### src/rtl/alu_serial_seq.sv
// Bit-serial ALU sequencer: streams two latched operands LSB-first through a 1-bit ALU slice.
// Optional feature: define ALU_SERIAL_ZERO_FLAG_EN to add the serially computed zero output.
module alu_serial_seq #(
    parameter int WIDTH = 8
) (
    input  logic             clk,
    input  logic             rst,
    input  logic             start,
    input  logic [2:0]       mode,
    input  logic [WIDTH-1:0] a,
    input  logic [WIDTH-1:0] b,
    input  logic             cin,
    output logic             busy,
    output logic             done,
    output logic [WIDTH-1:0] result,
    output logic             cout
`ifdef ALU_SERIAL_ZERO_FLAG_EN
    ,
    output logic             zero
`endif
);

    localparam int CW = (WIDTH > 1) ? $clog2(WIDTH) : 1;

    typedef enum logic [1:0] {
        IDLE  = 2'd0,
        SHIFT = 2'd1,
        DONE  = 2'd2
    } state_t;

    state_t           state_reg, state_next;
    logic [WIDTH-1:0] a_sh_reg, b_sh_reg, result_reg;
    logic [2:0]       mode_reg;
    logic             carry_reg, cout_reg, done_reg;
    logic [CW-1:0]    cnt_reg;
    logic             slice_out, slice_next;
`ifdef ALU_SERIAL_ZERO_FLAG_EN
    logic             zacc_reg, zero_reg;
`endif

    // 1-bit ALU slice fed from the low bits of the shift registers
    always_comb begin
        slice_out  = 1'b0;
        slice_next = 1'b0;
        case (mode_reg)
            3'b000: begin
                slice_out  = a_sh_reg[0] ^ b_sh_reg[0] ^ carry_reg;
                slice_next = (a_sh_reg[0] & b_sh_reg[0]) | (a_sh_reg[0] & carry_reg) |
                             (b_sh_reg[0] & carry_reg);
            end
            3'b001:  slice_out = a_sh_reg[0] & b_sh_reg[0];
            3'b010:  slice_out = a_sh_reg[0] | b_sh_reg[0];
            3'b011:  slice_out = a_sh_reg[0] ^ b_sh_reg[0];
            3'b100:  slice_out = ~(a_sh_reg[0] ^ b_sh_reg[0]);
            default: slice_out = 1'b0;
        endcase
    end

    always_ff @(posedge clk) begin
        if (rst) state_reg <= IDLE;
        else     state_reg <= state_next;
    end

    always_comb begin
        state_next = state_reg;
        case (state_reg)
            IDLE:    if (start) state_next = SHIFT;
            SHIFT:   if (cnt_reg == CW'(WIDTH - 1)) state_next = DONE;
            DONE:    state_next = IDLE;
            default: state_next = IDLE;
        endcase
    end

    always_ff @(posedge clk) begin
        if (rst) begin
            a_sh_reg   <= '0;
            b_sh_reg   <= '0;
            result_reg <= '0;
            mode_reg   <= 3'b000;
            carry_reg  <= 1'b0;
            cout_reg   <= 1'b0;
            done_reg   <= 1'b0;
            cnt_reg    <= '0;
`ifdef ALU_SERIAL_ZERO_FLAG_EN
            zacc_reg   <= 1'b0;
            zero_reg   <= 1'b0;
`endif
        end else begin
            done_reg <= 1'b0;
            case (state_reg)
                IDLE: if (start) begin
                    a_sh_reg   <= a;
                    b_sh_reg   <= b;
                    mode_reg   <= mode;
                    carry_reg  <= (mode == 3'b000) ? cin : 1'b0;
                    cnt_reg    <= '0;
                    result_reg <= '0;
                    cout_reg   <= 1'b0;
`ifdef ALU_SERIAL_ZERO_FLAG_EN
                    zacc_reg   <= 1'b1;
                    zero_reg   <= 1'b0;
`endif
                end
                SHIFT: begin
                    a_sh_reg   <= a_sh_reg >> 1;
                    b_sh_reg   <= b_sh_reg >> 1;
                    result_reg <= {slice_out, result_reg[WIDTH-1:1]};
                    carry_reg  <= (mode_reg == 3'b000) ? slice_next : 1'b0;
                    cnt_reg    <= cnt_reg + 1'b1;
`ifdef ALU_SERIAL_ZERO_FLAG_EN
                    zacc_reg   <= zacc_reg & ~slice_out;
`endif
                end
                // done is registered, so it pulses in the cycle after DONE with the result stable
                DONE: begin
                    done_reg <= 1'b1;
                    cout_reg <= carry_reg;
`ifdef ALU_SERIAL_ZERO_FLAG_EN
                    zero_reg <= zacc_reg;
`endif
                end
                default: ;
            endcase
        end
    end

    assign busy   = (state_reg == SHIFT);
    assign done   = done_reg;
    assign result = result_reg;
    assign cout   = cout_reg;
`ifdef ALU_SERIAL_ZERO_FLAG_EN
    assign zero   = zero_reg;
`endif

endmodule

### config.mk
export PLATFORM = sky130hd
export DESIGN_NAME = alu_serial_seq
export DESIGN_NICKNAME = d
export VERILOG_FILES = /design/src/rtl/alu_serial_seq.sv
export SDC_FILE = /design/constraint.sdc
export NUM_CORES = 1
export LEC_CHECK = 0
export BUFFER_PORTS_ARGS = -buffer_cell sky130_fd_sc_hd__buf_2
export CAP_MARGIN = 5
export CORE_MARGIN = 4
export CORE_UTILIZATION = 57
export CTS_CLUSTER_DIAMETER = 30
export DETAILED_ROUTE_END_ITERATION = 7
export PLACE_DENSITY = 0.83
export SYNTH_ARGS = -nofsm -noshare
export SYNTH_HDL_FRONTEND = slang
export SYNTH_SLANG_ARGS = --single-unit
### constraint.sdc
create_clock -name clk -period 4.1 [get_ports clk]
set_input_delay 0.205 -clock clk [delete_from_list [all_inputs] [get_ports clk]]
set_output_delay 0.205 -clock clk [all_outputs]
set_load 0.005 [all_outputs]
==> flow_metrics.tcl <==
set metrics [dict create \
    port_buffers 33 \
    peakVddDrop_v 0.000307 \
    report.final.hold_viol_count 0 \
    rsz0062_at_grt "false" \
    core-area_um2 2540 \
    drive_gt1_share_pct 26.1 \
    synth_area_leaders "dfxtp_1, nor2_1, a311oi_2" \
    htreeDepth 2 \
    cts_buffer_depth 2 \
    grt_start_max_net_pins 36 \
    final_util_pct 68.7 \
    ant_nets 0 \
    grt_first_pass_wirelength_um 5290 \
    synth_top_cell_area_share_pct 44.5 \
    postCtsSetupBuffers 0 \
    firstDrtPassIters 4 \
    outcome "completed" \
    netlist_instances 171 \
    synthesis.area_um2 1570 \
    clock_skew_ps 9.50 \
    yosys.area.top_type "dfxtp_1" \
    clk_pin_slew_worst_paths_ps 100 \
    ys_seq_elements 35 \
    crit_arrival_ps 2230 \
    cp_num_buf_inv 0 \
    area_growth_pct 11.1 \
    worst_slew_pin_slew_ps 1190 \
    die_w_um 60.6 \
    start_kind "flop" \
    drt_iter0_markers 58 \
    critical_path_class "reg -> reg" \
    crit_top_cell "nor2_1" \
    grt_pass1_vias 1236 \
    numCtsBuffers 5 \
    placed_cells 221 \
    synth-seq-area-share_pct 44.5 \
    cts_resized 0 \
    cts.sinks 35 \
    drv_cap 0 \
    fin_nets 226 \
    dp_hpwl_um 2140 \
    slew_viol_final 0 \
    min_period_over_period_pct 48.3 \
    gp_congestion 0.752 \
    tns_ps 0 \
    crit_required_ps 4350 \
    slowest_stage "nor2_2" \
    yosys_warnings 0 \
    cpPeakStageDelay_ps 910 \
    p_leak_nw 0.756 \
    fmax_mhz 505 \
    pin_count 34 \
    antenna_found_initial 0 \
    clk_latency_ps 340 \
    dieArea_um2 3670 \
    cts_root_buffer "clkbuf_4" \
    avgSynthCellArea_um2 9.20 \
    hold-worst-slack_ps 101 \
    maxSlewHeadroom_pct 20.4 \
    grt_use_total_pct 19.3 \
    cp_cell_sequence "nor2_1 -> nor2_2 -> nor2_1 -> a311oi_2" \
    final_cells 229 \
    setup_violations 0 \
    p_per_area_nw_per_um2 389 \
    crit_family "simple AND/OR/NAND/NOR gates" \
    cts_tree "built" \
    drcViolationCount 0 \
    critPathMaxFanout 29 \
    ys_types 30 \
    vias_per_cell 5.60 \
    routed-via-count 1283 \
    routed_wirelength_um 3110 \
    end_kind "flop" \
    dieHeight_um 60.6 \
    grt.overflow.total 0 \
    wl_per_cell_um 13.6 \
    start_util_pct 61.8 \
    rows 18 \
    synth_fp_nets 199 \
    antenna_cells 0 \
    min_period_ps 1980 \
    hold_path_class "in -> reg" \
    cts-hold-fix-buffers 0 \
]
-- worst min-delay path, stage by stage --
cell and delay, ps:
buf_2 70, a22oi_1 50, nor2_1 70
-- kinds of logic after synthesis --
logic type / count (synthesis) / synth area share [%]
AND/OR/NAND/NOR: 72 / 20.0
adder cells (fa/ha/maj): 5 / 4.45
flip-flops: 35 / 44.5
AO/OA/AOI/OAI: 36 / 20.4
multiplexers: 4 / 2.54
buffers and inverters: 19 / 8.03
-- cells in the mapped netlist --
master,instances
nor2_1,33
buf_6,5
nand3b_1,1
a211oi_1,2
inv_1,5
a21oi_1,4
or2_4,1
nand2b_1,1
ha_1,4
and3_1,1
nor3b_1,2
nor4b_1,1
a311oi_1,8
o22ai_1,1
fa_1,1
nand4_1,1
a311oi_2,7
dfxtp_1,35
clkbuf_1,4
buf_2,1
a32o_1,1
mux2i_1,4
buf_4,3
a22oi_1,12
nand2b_4,1
clkinv_4,1
or2b_1,1
nand2_1,28
o21ai_0,1
nor2_2,1
-- cells in the final DEF, fill, tap and decap left out --
cell and instances:
dfxtp_1 35, buf_2 33, nor2_1 32, nand2_1 28, a22oi_1 12, a311oi_1 8
a311oi_2 7, inv_1 5, clkbuf_4 5, mux2i_1 4, a21oi_1 4, ha_1 4
nor3b_1 2, nor2_2 2, a211oi_1 2, clkbuf_8 2, nand2b_4 1, clkinv_4 1
or2_4 1, nand2b_1 1, or2b_1 1, and3_1 1, o22ai_1 1, a32o_1 1
nand4_1 1, nor4b_1 1, nand3b_1 1, o21ai_0 1, fa_1 1, clkbuf_1 1
-- layout make-up --
cell class	instances	area, µm²
fill	220	796
multi-input combinational	117	749
sequential	35	701
timing repair buffer	33	165
clock buffer	8	68.8
tap	30	37.5
inverter	6	27.5
-- through the flow --
step                area, µm²  worst slack [ps]  total power, mW
floorplan                1570              2790            0.457
global placement         1680              2310            0.470
detailed placement       1680              2140            0.477
CTS                      1750              2120            0.685
global route             1750              1920            0.713
finish                   1750              2120            0.681
-- power breakdown --
| part | leakage [nW] | total [mW] | internal [mW] | switching, mW |
|---|---|---|---|---|
| Clock | 0.0386 | 0.212 | 0.101 | 0.111 |
| Sequential | 0.287 | 0.374 | 0.359 | 0.0144 |
| Combinational | 0.431 | 0.0958 | 0.0396 | 0.0562 |
-- worst paths after layout --
kind	to	from	depth (start not counted)	slack [ps]
setup reg to reg	a_sh_reg[5]	state_reg[0]	4	2120
hold reg to reg	cout	cout	2	480
hold / removal	a_sh_reg[7]	a[7]	3	100
setup / recovery	a_sh_reg[5]	state_reg[0]	4	2120
-- layer usage --
layer  track usage (%)  wire length, µm
met1              23.9             1440
met2              32.4             1480
met3              4.89              165
met4              7.12               27
met5                 0                0
(Power assumes the default switching activity.)
